--- config.mk ---
export PLATFORM = sky130hd
export DESIGN_NAME = fetch_unit
export DESIGN_NICKNAME = d
export VERILOG_FILES = /design/src/rtl/fetch_unit_pkg.sv /design/src/rtl/fetch_skid_buf.sv /design/src/rtl/fetch_unit.sv
export SDC_FILE = /design/constraint.sdc
export NUM_CORES = 1
export LEC_CHECK = 0
export CAP_MARGIN = 20
export CORE_UTILIZATION = 45
export CTS_CLUSTER_DIAMETER = 30
export DETAILED_ROUTE_END_ITERATION = 12
export GPL_TIMING_DRIVEN = 0
export HOLD_SLACK_MARGIN = 0.1
export MAX_ROUTING_LAYER = met4
export PLACE_DENSITY = 0.73
export SYNTH_ARGS = -nofsm -noshare
export SYNTH_HDL_FRONTEND = slang
export SYNTH_SLANG_ARGS = --single-unit
--- constraint.sdc ---
create_clock -name clk -period 2.3 [get_ports clk]
set_input_delay 0.345 -clock clk [delete_from_list [all_inputs] [get_ports clk]]
set_output_delay 0.345 -clock clk [all_outputs]
set_load 0.005 [all_outputs]
--- src/rtl/fetch_unit_pkg.sv ---
// Shared definitions for the instruction fetch stage: FSM encoding, bubble
// instruction and reset PC defaults.
package fetch_unit_pkg;

  typedef enum logic [1:0] {
    StReq  = 2'd0,
    StWait = 2'd1,
    StDrop = 2'd2,
    StHold = 2'd3
  } fetch_state_e;

  localparam logic [31:0] FetchNop     = 32'h0000_0013;
  localparam logic [31:0] FetchResetPc = 32'h0000_0000;

  // Sequential PC step; wraps naturally at 2^32.
  function automatic logic [31:0] fetch_next_pc(input logic [31:0] pc);
    return pc + 32'd4;
  endfunction

endpackage

--- src/rtl/fetch_skid_buf.sv ---
// One-entry instruction skid buffer; holds a response that arrived while the
// IF/ID register could not accept it. Clear has priority over load.
module fetch_skid_buf (
  input  logic        clk,
  input  logic        rst_n,
  input  logic        i_load,
  input  logic        i_clear,
  input  logic [31:0] i_data,
  output logic [31:0] o_data,
  output logic        o_valid
);

  logic [31:0] r_data;
  logic        r_valid;

  always_ff @(posedge clk) begin
    if (!rst_n) begin
      r_data  <= '0;
      r_valid <= 1'b0;
    end else if (i_clear) begin
      r_valid <= 1'b0;
    end else if (i_load) begin
      r_data  <= i_data;
      r_valid <= 1'b1;
    end
  end

  assign o_data  = r_data;
  assign o_valid = r_valid;

endmodule

--- src/rtl/fetch_unit.sv ---
// Instruction fetch stage: PC, single-outstanding imem request handshake,
// IF/ID pipeline register and redirect/stall/flush handling.
module fetch_unit
  import fetch_unit_pkg::*;
#(
  parameter logic [31:0] RESET_PC = FetchResetPc,
  parameter logic [31:0] NOP      = FetchNop
) (
  input  logic        clk,
  input  logic        rst_n,
  input  logic        PC_EN_IF,
  input  logic        reg_FD_stall,
  input  logic        reg_FD_flush,
  input  logic        Branch_ID,
  input  logic [31:0] PC_target_ID,
  output logic        imem_req,
  output logic [31:0] imem_addr,
  input  logic        imem_ack,
  input  logic [31:0] imem_rdata,
  output logic [31:0] PC_ID,
  output logic [31:0] inst_ID,
  output logic        valid_ID,
  output logic        fetch_busy
);

  fetch_state_e r_state, w_state_next;
  logic [31:0]  r_pc, w_pc_next;
  logic [31:0]  r_addr;
  logic [31:0]  r_pc_id, w_pc_id_next;
  logic [31:0]  r_inst_id, w_inst_id_next;
  logic         r_valid_id, w_valid_id_next;

  logic         w_can_advance;
  logic         w_deliver;
  logic [31:0]  w_deliver_data;
  logic         w_skid_load, w_skid_clear, w_skid_valid;
  logic [31:0]  w_skid_data;

  // A response is only consumed into IF/ID when the whole front end may move.
  assign w_can_advance = PC_EN_IF & ~reg_FD_stall & ~reg_FD_flush;

  fetch_skid_buf u_skid (
    .clk     (clk),
    .rst_n   (rst_n),
    .i_load  (w_skid_load),
    .i_clear (w_skid_clear),
    .i_data  (imem_rdata),
    .o_data  (w_skid_data),
    .o_valid (w_skid_valid)
  );

  always_comb begin
    w_state_next   = r_state;
    w_pc_next      = r_pc;
    w_pc_id_next   = r_pc_id;
    w_inst_id_next = r_inst_id;
    w_valid_id_next = r_valid_id;
    w_deliver      = 1'b0;
    w_deliver_data = imem_rdata;
    w_skid_load    = 1'b0;
    w_skid_clear   = 1'b0;

    case (r_state)
      StReq, StWait: begin
        if (Branch_ID) begin
          // Without an ack the old request is still live and must be drained.
          w_state_next = imem_ack ? StReq : StDrop;
        end else if (imem_ack) begin
          if (w_can_advance) begin
            w_deliver    = 1'b1;
            w_state_next = StReq;
          end else begin
            w_skid_load  = 1'b1;
            w_state_next = StHold;
          end
        end else begin
          w_state_next = StWait;
        end
      end
      StDrop: begin
        if (imem_ack) w_state_next = StReq;
      end
      StHold: begin
        if (Branch_ID) begin
          w_skid_clear = 1'b1;
          w_state_next = StReq;
        end else if (w_can_advance) begin
          w_skid_clear   = 1'b1;
          w_state_next   = StReq;
          w_deliver      = w_skid_valid;
          w_deliver_data = w_skid_data;
        end
      end
      default: w_state_next = StReq;
    endcase

    if (w_deliver) w_pc_next = fetch_next_pc(r_pc);
    if (Branch_ID) w_pc_next = PC_target_ID;

    // Branch/flush always bubble; an unstalled slot with nothing new bubbles too.
    if (Branch_ID || reg_FD_flush || (!reg_FD_stall && !w_deliver)) begin
      w_inst_id_next  = NOP;
      w_valid_id_next = 1'b0;
    end else if (w_deliver) begin
      w_pc_id_next    = r_pc;
      w_inst_id_next  = w_deliver_data;
      w_valid_id_next = 1'b1;
    end
  end

  always_ff @(posedge clk) begin
    if (!rst_n) begin
      r_state    <= StReq;
      r_pc       <= RESET_PC;
      r_addr     <= RESET_PC;
      r_pc_id    <= '0;
      r_inst_id  <= NOP;
      r_valid_id <= 1'b0;
    end else begin
      r_state    <= w_state_next;
      r_pc       <= w_pc_next;
      r_pc_id    <= w_pc_id_next;
      r_inst_id  <= w_inst_id_next;
      r_valid_id <= w_valid_id_next;
      // Latch the issued address so it stays stable through WAIT/DROP.
      if (r_state == StReq) r_addr <= r_pc;
    end
  end

  // Gated by rst_n so no request is visible while reset is held.
  assign imem_req   = rst_n & (r_state != StHold);
  assign imem_addr  = (r_state == StReq) ? r_pc : r_addr;
  assign fetch_busy = (r_state == StWait) | (r_state == StDrop);
  assign PC_ID      = r_pc_id;
  assign inst_ID    = r_inst_id;
  assign valid_ID   = r_valid_id;

endmodule

# [Word-level counts from Yosys, hierarchy flattened]
# Cells that the tools add are included.
[word_totals] register_bits=164 in_bits=71 out_inout_bits=99 elab_cells=63
[op_classes] add_sub_neg=1 n_eq_ne=6 muxes=26 bitwise_logic=9 n_reduce_logical=13
[op_table] cell="$mux 32" n=6
[op_table] cell="$add 32x3->32 const B" n=1
[op_table] cell="$mux 2" n=7
[op_table] cell="$mux 1" n=11
[op_table] cell="$pmux 2 s3" n=1
[op_table] cell="$reduce_and 2->1" n=3
[op_table] cell="$reduce_or 2->1" n=3
[op_table] cell="$not 1->1" n=5
[op_table] cell="$eq 2x2->1 const B" n=2
[op_table] cell="$ne 2x2->1 const B" n=2
[op_table] cell="$and 1x1->1" n=3
[op_table] cell="$ne 3x3->1 const B" n=1
[op_table] cell="$eq 2x1->1 const B" n=1
[op_table] cell="$logic_not 1->1" n=2
[op_table] cell="$logic_not 2->1" n=1
[op_table] cell="$logic_or 1x1->1" n=2
[op_table] cell="$pmux 1 s2" n=1
[op_table] cell="$reduce_bool 2->1" n=1
[op_table] cell="$logic_and 1x1->1" n=1
[op_table] cell="$or 1x1->1" n=1

# [Longest topological paths before layout]
[logic_depth] ltp_word=12 ltp_mapped=10 depth_no_buf=7

# [Modules after synthesis]
# Synthesis repeated with hierarchy kept, for this count alone.
[hier_totals] hier_cells=789 hier_area_um2=7203.2
[by_module_without_submodules] module="fetch_unit" n_inst=1 cells_per_inst=646 area_each_um2=5849.4 seq_area_each_um2=2622.5
[by_module_without_submodules] module="fetch_skid_buf" n_inst=1 cells_per_inst=143 area_each_um2=1353.8 seq_area_each_um2=660.6

# [Worst setup path after synthesis]
# No wires, ideal clock.
[synth_timing] path_type="register to register" startpoint="register r_state[0]" endpoint="register r_pc[30]" setup_time_ns=0.074 t_arrival_ns=2.311 required_time_ns=2.226 setup_slack_ns=-0.085 stages_incl_launch_ff=9 n_path_buf=1 synth_period_minus_slack_ns=2.385 cell_sequence="dfxtp_1 > inv_1 > ha_1 > or4b_4 > buf_6 > a211oi_4 > nand3_4 > or4_1 > a31oi_1"
[synth_via] elab_chain_cells=4 elab_cells_between_ends=6 cone_classes="2 x eq/ne; 1 x mux; 3 x reduce/logical"
[synth_lines] item="start, declared" line="fetch_unit.sv:26" rtl="fetch_state_e r_state, w_state_next;"
[synth_lines] item="start signal, assigned" line="fetch_unit.sv:113" rtl="r_state <= StReq;"
[synth_lines] item="start signal, assigned" line="fetch_unit.sv:120" rtl="r_state <= w_state_next;"
[synth_lines] item="$eq 2x1->1 / $logic_not 2->1 (equally long branches)" line="fetch_unit.sv:63" rtl="case (r_state)"
[synth_lines] item="$reduce_or 2->1" line="fetch_unit.sv:63"
[synth_lines] item="$pmux 1 s2 (*)" line="fetch_unit.sv:63"
[synth_lines] item="$reduce_bool 2->1 (no source line) (*)"
[synth_lines] item="end signal, assigned" line="fetch_unit.sv:121" rtl="r_pc <= w_pc_next;"
[synth_lines] item="end, declared" line="fetch_unit.sv:27" rtl="logic [31:0] r_pc, w_pc_next;"
# Every way passes the cells marked *; elsewhere a longest branch is shown, timed or not.
# A chain may end at the register's enable or synchronous reset.

# [Worst setup path after layout]
[layout_timing] startpoint="register r_state[0]" endpoint="register r_pc[23]"
# Same word-level chain as after synthesis.

==> results <==
what timing repair did:
item | CTS | global route
endpoints found under the setup margin | 160 | 131
pin swaps | 7 | 12
gates cloned | 5 | 2
gates resized for setup | 65 | 105
setup buffers | 12 | 16
report_power, final:
part / internal [mW] / switching, mW
Clock: 1.75 / 1.12
Combinational: 0.460 / 0.361
Sequential: 2.95 / 0.0858
Total: 5.16 / 1.57
final timing paths:
check / slack (ns) / to / cells past startpoint
max: -0.01 / r_pc[23]$_SDFFE_PN0P_ / 7
max reg2reg: -0.01 / r_pc[23]$_SDFFE_PN0P_ / 7
min reg2reg: 0.45 / PC_ID[5]$_SDFFE_PN0P_ / 2
min: 0.43 / r_pc[23]$_SDFFE_PN0P_ / 3
sequential cells by signal, summed over array words and instances, names as in the netlist:
| signal | cells |
|---|---|
| r_addr | 32 |
| inst_ID | 32 |
| PC_ID | 32 |
| valid_ID | 1 |
| u_skid.o_data | 32 |
| u_skid.o_valid | 1 |
| r_pc | 32 |
| r_state | 2 |
final cells by class:
type / instances / area (um2)
plain buffers: 52 / 380.4
clock inverters: 10 / 130.1
fillers: 1237 / 4974
repair buffers: 202 / 2064
clock buffers: 22 / 464.2
inverters: 6 / 27.53
multi-input cells: 549 / 3638
flip-flops and latches: 164 / 3288
well taps: 188 / 235.2
cells in the final DEF (no fill, tap or decap), types with 6 or more instances in the layout:
cell type / instances
xnor2_1: 8
nand2_1: 145
a21boi_0: 46
a211oi_2: 13
and2_1: 34
clkbuf_16: 22
xor2_1: 14
clkbuf_8: 8
clkbuf_2: 7
clkbuf_1: 25
mux2_2: 31
dlymetal6s2s_1: 23
a21oi_1: 23
a211oi_1: 17
dfxtp_1: 162
nor2_1: 42
a21boi_1: 18
buf_6: 6
mux2i_1: 36
o21ai_0: 26
buf_4: 29
dlygate4sd2_1: 9
clkdlybuf4s50_1: 136
nand3_1: 15
nand4_1: 16
Yosys cell counts (2+ instances only):
master,number,share of area (%)
ha_1,5,0.89
a211oi_1,31,3.3
buf_2,10,0.71
xnor2_1,8,1.0
a31oi_1,4,0.36
mux2_2,32,5.1
nand2_1,147,7.9
buf_1,2,0.11
nand2b_1,3,0.27
o211ai_1,2,0.21
and3_1,5,0.45
nand4_1,16,1.4
a21oi_1,23,1.6
xor2_1,14,1.7
nor2_1,42,2.2
or3_1,5,0.45
o211a_1,5,0.71
clkbuf_1,43,2.3
nor2b_1,5,0.45
a21boi_0,65,7.0
nand3_1,15,1.1
and4_1,2,0.25
o21ai_0,26,1.9
and2_1,34,3.0
mux2i_1,36,5.1
inv_1,5,0.27
a211o_1,3,0.37
nor3_1,6,0.43
dfxtp_1,164,47
worst register-to-register path, delay by kind of cell (launching register included):
family / cells / cell delay [ns]
simple gates: 4 / 1.43
flops: 1 / 0.35
compound gates: 1 / 0.28
fa+ha+maj: 1 / 0.15
buf+inv: 1 / 0.05
routing by layer:
layer / part of all wire (%) / wire length (um) / GRT usage, % / vias to the layer above
li1: - / - / - / 3111
met1: 47 / 9406 / 33.05 / 3025
met2: 46 / 9159 / 38.33 / 221
met3: 5.2 / 1049 / 4.555 / 33
met4: 2.4 / 473 / 10.01 / 0
met5: 0 / 0 / - / -
through the flow:
stage | std cells | hold slack, ns | util (%)
3_5_place_dp | 1131 | 0.4497 | 58.80
2_1_floorplan | 775 | 0.4428 | -
6_report | 1193 | 0.4311 | 67.28
4_1_cts | 1177 | 0.4249 | 64.70
5_1_grt | 1193 | 0.4512 | 67.28
3_3_place_gp | 1131 | 0.4430 | 58.80
cell families (layout without fill, tap and decap cells):
| family | after synthesis | in the layout |
|---|---|---|
| simple gates | 288 | 288 |
| compound gates | 166 | 166 |
| flops | 164 | 164 |
| mux | 68 | 68 |
| buf+inv | 62 | 292 |
| xor+xnor | 22 | 22 |
| fa+ha+maj | 5 | 5 |
==> impl_results.md <==
- Setup tns final: -0.01435 ns
- Worst EP arrival: 2.68 ns
- Synth cell types: 46
- Slew @ Worst Pin: 0.6677 ns
- Leakage Power: 4.297 nW
- Nets: 1068
- DR vias/cell: 5.356
- Hold Vio Cnt, Final: 0
- Core area: 0.01520 mm2
- Die Wd: 126.9 um
- Pin count of the biggest net entering global routing: 20
- Adder-Cell Fraction of Synth Area: 0.8919%
- Routed Antenna Nets: 0
- Worst path top cell family by delay: simple AND/OR/NAND/NOR gates
- Reg2reg start: r_state[0]$_SDFFE_PN0P_
- Initial DRC count: 393
- Slew Viols, Final: 0
- Slew Limit Headroom: 55.14%
- Syn_nets: 851
- Critical-path cell list: inv_4 > ha_4 > or4b_4 > a21oi_4 > nand4_1 > or4b_1 > nand3_1
- CTS root buffer: clkbuf_16
- Layout cells sized above 1: 15.82%
- Row cnt: 45
- Post-synthesis simple-gate area fraction: 19.25%
- Chip Height: 126.9 um
- RSZ-0062 raised after global routing: true
- Drt total wl: 20090 um
- Total chip power: 6.726 mW
- Skew final: 0.009956 ns
- GPL Wtd Cong: 0.8670
- PwrDens: 657.6 mW/mm2
- Number of flops mapped to enable cells by yosys: 0
- Share of the clock period used by the worst path: 100.4%
- CP Capture Type: register
- Outcome: finished, violations left
- Sink Count: 164
- Initial antenna violation count: 0
- Worst skew pair latency: 0.43 ns
- Netlist Area Pre-Place: 0.007014 mm2
- Number of buffers created by CTS: 17
- CTS tree: done
- 1st-pass router iterations: 5
- Tmin final: 2.310 ns
- Sequential element share of the synthesized area: 46.81%
- Slowest library cell on the worst path: or4b_4
- Vias in the first global route: 5828
- Clk slew on worst S/H paths: 0.06 ns
- GRT Overall Usage: 25.17%
- Startpoint Class: register
- IO buf count: 168
- Mux share of post-synthesis cell area: 10.27%
- Drt wl/cell: 16.84 um
- Final WS setup: -0.01001 ns
- Post-Syn Area per Cell: 9.051 um2
- YS warnings: 0
- Crit Path Class: register to register
- GRT overflow: 0
- Hold path start: rst_n
- CP peak stage delay: 0.63 ns
- Max VDD drop: 618.6 uV
- DP Worst Slack: -0.7383 ns
- Dpl hpwl: 13510 um
- Area after DPL: 0.008939 mm2
- Min-delay worst type: primary input to register
- Worst Path Max Fanout: 6
- Setup violators final: 2
- DRC Markers: 0
- Number of synthesized register bits: 164
- Critical path buffers and inverters: 1
- Ports: 170
- Global-route wire length before repair: 30280 um
- Area grow syn2layout: 45.83%
- Syn Inst Count: 775
- Synth Area in XOR/XNOR: 2.747%
- Vias: 6390
- CP Launch Point: r_state[0]$_SDFFE_PN0P_
- ANT cells: 0
- Starting Density: 46.14%
- Synth Area in Compound Gates: 16.43%
- Asr flop ratio synth: 0%
- Max Buffers Root-to-Sink: 2
- Failing checks: setup timing
- Largest family of logic cells by synthesized area: simple AND/OR/NAND/NOR gates
- Synth Flop Type: dfxtp_1
- Cts hold-fix bufs: 0
- Final instance area: 0.01023 mm2
- Critical path required time: 2.67 ns
- H-tree levels: 4
- Maxcap violations: 0
- Die ar.: 0.01609 mm2
- Max Freq: 0.4329 GHz
Power figures use the tool's default switching activity.
==> variant 1 (same flow settings) <==
Register the input `PC_target_ID` before use, with the module's reset. The logic sees it one clock later. The other inputs are not delayed to match.
--- a/src/rtl/fetch_unit.sv
+++ b/src/rtl/fetch_unit.sv
@@ -22,6 +22,16 @@
   output logic        valid_ID,
   output logic        fetch_busy
 );
+
+  logic [31:0] PC_target_ID_q;
+
+  always_ff @(posedge clk) begin
+    if (!rst_n) begin
+      PC_target_ID_q <= '0;
+    end else begin
+      PC_target_ID_q <= PC_target_ID;
+    end
+  end
 
   fetch_state_e r_state, w_state_next;
   logic [31:0]  r_pc, w_pc_next;
@@ -95,7 +105,7 @@
     endcase
 
     if (w_deliver) w_pc_next = fetch_next_pc(r_pc);
-    if (Branch_ID) w_pc_next = PC_target_ID;
+    if (Branch_ID) w_pc_next = PC_target_ID_q;
 
     // Branch/flush always bubble; an unstalled slot with nothing new bubbles too.
     if (Branch_ID || reg_FD_flush || (!reg_FD_stall && !w_deliver)) begin
Behaviour: not the same (Yosys sat finds a counterexample within 4 cycles, from zero or initial values and one cycle with rst_n low).
==> variant 1 against the original RTL <==
  * The flow still finishes with violations (negative setup slack)
  * Register-to-register slack better by 0.06 ns
  * Count of clock-buffer cells in the layout unchanged
  * Non-clock buffer count down 10
  * Area after synthesis up 9.5%
  * Cell area up 3.4%
  * Fmax down 0.12%
  * Sequential cell count up 32
  * Routed wire length up 4.0%
  * Power up 10%
  * Worst setup slack worse by 0.0027 ns
==> variant 1: results (changes against the original RTL) <==
{| class="wikitable"
! Metric !! Value
|-
| Leak pwr || 4.13 nW (-4.0%)
|-
| Layout-stage area growth over the synthesis result || 37.7%
|-
| Wire length of the first global-routing pass || 33200 um (+9.6%)
|-
| Total routing usage reported by global routing || 24.8% (-0.36 points)
|-
| Worst Setup Slack, final || -0.0127 ns (-0.00273 ns)
|-
| Count of cell types in the netlist || 40 (-13%)
|-
| Port-buffer cells || 169 (+0.60%)
|-
| Met1 Use GR || 31.5% (-1.6 points)
|-
| Count of routing violations after the opening detailed-route iteration || 434 (+10%)
|-
| Delay contributed by the slowest stage of the critical path || 0.37 ns (-0.26 ns)
|-
| Wirelength, routed || 20900 um (+4.0%)
|-
| Total number of nets in the final design || 1127 (+5.5%)
|-
| Violations in the final reports || negative setup slack
|-
| Vias || 6747 (+5.6%)
|-
| Via count of the first global-routing pass || 6435 (+10%)
|-
| Clock Skews || 0.0104 ns (+0.000484 ns)
|-
| First-pass DRT Iterations || 7 (+2)
|-
| Filler cell count || 1452 (+17%)
|-
| GR Layer Usage met2 || 40.4% (+2.0 points)
|-
| Result of the run || finished, violations left
|-
| Top cells by instance count after synthesis || sky130_fd_sc_hd__dfxtp_1 (196), sky130_fd_sc_hd__nand2_1 (148), sky130_fd_sc_hd__a21oi_1 (88)
|-
| GRT met3 Usage || 4.10% (-0.46 points)
|-
| Sequential-cell power consumption || 0.00360 W (+19%)
|-
| Post-DP Area || 0.00965 mm2 (+7.9%)
|-
| Arrival time reported for the critical path endpoint || 1.97 ns (-0.71 ns)
|-
| Transition time at the pin with the least slew margin || 0.738 ns (+0.0698 ns)
|-
| Fraction of final layout cells with drive strength greater than 1 || 11.8% (-4.0 points)
|-
| Pin count of the biggest net entering global routing || 17 (-15%)
|-
| Setup Viol. Count Final || 6 (+4)
|}
-- variant 1: cells by family after synthesis --
logic type | count (synthesis) | share of synthesized area [%]
mux | 68 | 9.40
simple gates | 324 | 20.1
fa+ha+maj | 5 | 0.815
xor+xnor | 15 | 1.71
compound gates | 172 | 13.4
buf+inv | 69 | 3.47
flops | 196 | 51.1
-- variant 1: layout make-up --
| cell class | instances | area share, % |
|---|---|---|
| sequential | 196 | 37.2 |
| multi-input combinational | 584 | 34.1 |
| timing repair buffer | 185 | 16.9 |
| clock buffer | 22 | 4.39 |
| buffer | 59 | 3.17 |
| tap | 220 | 2.60 |
| clock inverter | 10 | 1.37 |
| inverter | 8 | 0.308 |
-- variant 1: metrics by stage --
step / setup TNS (ns) / setup WS, ns
2_1_floorplan: 0 / 0.141
3_3_place_gp: -72.13 / -0.884
3_5_place_dp: -76.37 / -0.948
4_1_cts: -0.140 / -0.130
5_1_grt: -0.335 / -0.0390
6_report: -0.0345 / -0.0127
-- variant 1: timing repair --
action                                 in CTS  in global routing
setup buffers                              12                  3
pin swaps                                   5                  6
setup endpoints to repair                 153                 95
endpoints found under the hold margin       0                  0
gates resized for setup                    73                 54
gates cloned                                1                  0
-- variant 1: worst min-delay path, cell delays in order (launching register included) --
cell                      delay, ns
sky130_fd_sc_hd__dfxtp_1       0.31
sky130_fd_sc_hd__nand2_1       0.05
sky130_fd_sc_hd__a21oi_1       0.05
-- variant 1: path summary, 6_finish.rpt --
path,startpoint,endpoint,slack [ns],cells after the start
worst max-delay path,r_state[0],imem_addr[26],-0.01,6
worst max register to register,r_state[0],r_pc[18],0.05,8
worst min register to register,PC_ID[3],PC_ID[3],0.45,2
worst min-delay path,PC_ID[3],PC_ID[3],0.45,2
==> variant 2 (config.mk and constraints unchanged) <==
Without the edit above. Re-encode `fetch_state_e` (4 states) as Gray code, 2 bits wide.
--- a/src/rtl/fetch_unit_pkg.sv
+++ b/src/rtl/fetch_unit_pkg.sv
@@ -3,10 +3,10 @@
 package fetch_unit_pkg;
 
   typedef enum logic [1:0] {
-    StReq  = 2'd0,
-    StWait = 2'd1,
-    StDrop = 2'd2,
-    StHold = 2'd3
+    StReq  = 2'b00,
+    StWait = 2'b01,
+    StDrop = 2'b11,
+    StHold = 2'b10
   } fetch_state_e;
 
   localparam logic [31:0] FetchNop     = 32'h0000_0013;
Behaviour: no difference found for any inputs over 4 cycles, from zero or initial values and one cycle with rst_n low; so few cycles prove little.
==> variant 2 against the original RTL <==
  * Worst hold slack improved by 0.022 ns
  * Core utilization down 2.2 points
  * Sequential share of layout area grew 2.1 points
  * Global-route usage grew 1.1 points
  * Count of clock-buffer cells in the layout down 3
  * Routed wire length is 0.94% lower
  * Non-clock buffer count fell by 22
  * Area after synthesis is 1.2% lower
  * Power down 2.9%
  * Worst setup slack improved by 0.10 ns
  * Sequential cell count unchanged
  * Combinational power down 14%
  * Cell area fell by 6.1%
  * Critical path type is now reg2out
  * Largest cell class unchanged
  * Largest power group unchanged
  * Highest routed layer unchanged
==> variant 2: results (changes against the original RTL) <==
{| class="wikitable"
! Metric !! Value
|-
| Post-DP Area || 0.00885 mm2 (-0.99%)
|-
| RePlAce Congestion || 0.847 (-2.3%)
|-
| Cell chosen for the clock root || sky130_fd_sc_hd__clkbuf_16
|-
| Synth top area cells || sky130_fd_sc_hd__dfxtp_1 (47%), sky130_fd_sc_hd__nand2_1 (8.8%), sky130_fd_sc_hd__a21oi_1 (5.9%)
|-
| Fraction of final layout cells with drive strength greater than 1 || 10.6% (-5.2 points)
|-
| VDD IR max || 0.526 mV (-15%)
|-
| Average via count per standard cell || 5.41 (+1.1%)
|-
| Synth Warn # || 0 (unchanged)
|-
| Reg-to-reg endpoint || r_pc[16]
|-
| Launch instance of the worst min-delay path || u_skid.o_data[17]
|-
| Total routing usage reported by global routing || 26.3% (+1.1 points)
|-
| Slowest stage cell, crit path || sky130_fd_sc_hd__clkdlybuf4s50_1
|-
| Wire length of the first global-routing pass || 31400 um (+3.6%)
|-
| Maximum fanout encountered on the critical timing path || 5 (-1)
|-
| Leak pwr || 4.01 nW (-6.8%)
|-
| Arrival time reported for the critical path endpoint || 1.86 ns (-0.82 ns)
|-
| Startpoint of the worst register-to-register path || r_pc[2]
|-
| Top cells by instance count after synthesis || sky130_fd_sc_hd__dfxtp_1 (164), sky130_fd_sc_hd__nand2_1 (162), sky130_fd_sc_hd__a21oi_1 (82)
|-
| Setup slack of the worst register-to-register path || 0.16 ns (+0.17 ns)
|-
| Post-DR wirelength/cell || 16.9 um (+0.58%)
|-
| Crit-path leading delay family || buffers and inverters
|-
| Timing startpoint of the critical path || r_state[1]
|-
| Tightest slew margin relative to the limit || 51.6% (-3.6 points)
|-
| Capture point of the worst path || imem_addr[31]
|-
| Total number of nets in the final design || 1053 (-1.4%)
|-
| Dpl hpwl || 14100 um (+4.5%)
|-
| Result of the run || finished, final reports clean
|-
| Count of routing violations after the opening detailed-route iteration || 490 (+25%)
|-
| Count of cell types in the netlist || 53 (+15%)
|-
| Net count of the mapped netlist || 862 (+1.3%)
|-
| Initial antenna violation count || 1 (+1)
|-
| Hold Crit Depth || 2 (-1)
|-
| Sequential fraction of the synthesis area || 47.4% (+0.58 points)
|-
| Via count of the first global-routing pass || 5868 (+0.69%)
|-
| Delay contributed by the slowest stage of the critical path || 0.47 ns (-0.16 ns)
|-
| Hold WC Path Type || reg2reg
|-
| WHS || 0.453 ns (+0.0216 ns)
|-
| Clock Skews || 0.00441 ns (-0.00554 ns)
|}
## variant 2: changes by cell type in the layout (fill, tap and decap cells not counted), moves of 8 or more
| cell | change |
|---|---|
| sky130_fd_sc_hd__a211oi_1 | +18 |
| sky130_fd_sc_hd__a211oi_2 | -13 |
| sky130_fd_sc_hd__a21boi_0 | -46 |
| sky130_fd_sc_hd__a21boi_1 | -17 |
| sky130_fd_sc_hd__a21oi_1 | +59 |
| sky130_fd_sc_hd__buf_2 | +16 |
| sky130_fd_sc_hd__buf_4 | -25 |
| sky130_fd_sc_hd__clkbuf_1 | +9 |
| sky130_fd_sc_hd__clkbuf_8 | -8 |
| sky130_fd_sc_hd__nand2_1 | +17 |
| sky130_fd_sc_hd__nand4_1 | -9 |
| sky130_fd_sc_hd__nor4_1 | +11 |
| sky130_fd_sc_hd__o21ai_0 | -17 |
| sky130_fd_sc_hd__xor2_1 | -14 |
## variant 2: cell type report
type                       count  area, um2
timing repair buffer         172       1790
buffer                        60        312
sequential                   164       3290
multi-input combinational    562       3390
inverter                       4       15.0
clock buffer                  19        433
fill                        1280       5150
tap                          184        230
clock inverter                10        136
## variant 2: where the power goes
group / total [W] / switching, W / internal (W)
Combinational: 0.000708 / 0.000323 / 0.000385
Sequential: 0.00301 / 0.0000797 / 0.00293
Clock: 0.00281 / 0.00113 / 0.00168
## variant 2: what timing repair did
item / CTS / global route
pin swaps: 1 / 1
resized for setup: 13 / 42
setup buffers: 1 / 2
endpoints found under the setup margin: 32 / 64
gates cloned: 0 / 0
## variant 2: worst register-to-register path, delay by kind of cell, from the launching register on
| family | cells | cell delay, ns |
|---|---|---|
| compound gates | 1 | 0.14 |
| fa+ha+maj | 1 | 0.34 |
| flops | 1 | 0.53 |
| mux | 1 | 0.37 |
| simple gates | 3 | 0.69 |
## variant 2: through the flow
| stage | total power [W] | instances | util (%) | setup slack, ns | TNS (ns) |
|---|---|---|---|---|---|
| final | 0.00653 | 1175 | 65.1 | 0.0945 | 0 |
| after global routing | 0.00677 | 1175 | 65.1 | 0.0104 | 0 |
| after CTS | 0.00655 | 1173 | 64.2 | -0.0717 | -1.69 |
| after detailed placement | 0.00375 | 1143 | 60.0 | -0.340 | -30.32 |
| after global placement | 0.00374 | 1143 | 60.0 | -0.340 | -29.27 |
| after floorplan | 0.00339 | 790 | - | 0.574 | 0 |
## variant 2: metal layers
metal | global-route usage [%] | wire length, um
met5 | - | 0
met4 | 9.43 | 484
met3 | 5.14 | 1270
met2 | 39.8 | 8950
met1 | 34.9 | 9200
## variant 2: kinds of logic after synthesis
| group | synth area share [%] |
|---|---|
| and+or+nand+nor | 21.9 |
| DFF | 47.4 |
| AOI/OAI and AO/OA | 14.6 |
| muxes | 10.9 |
| buffers and inverters | 4.01 |
| xor gates and xnor gates | 1.01 |
| adders and majority gates | 0.181 |
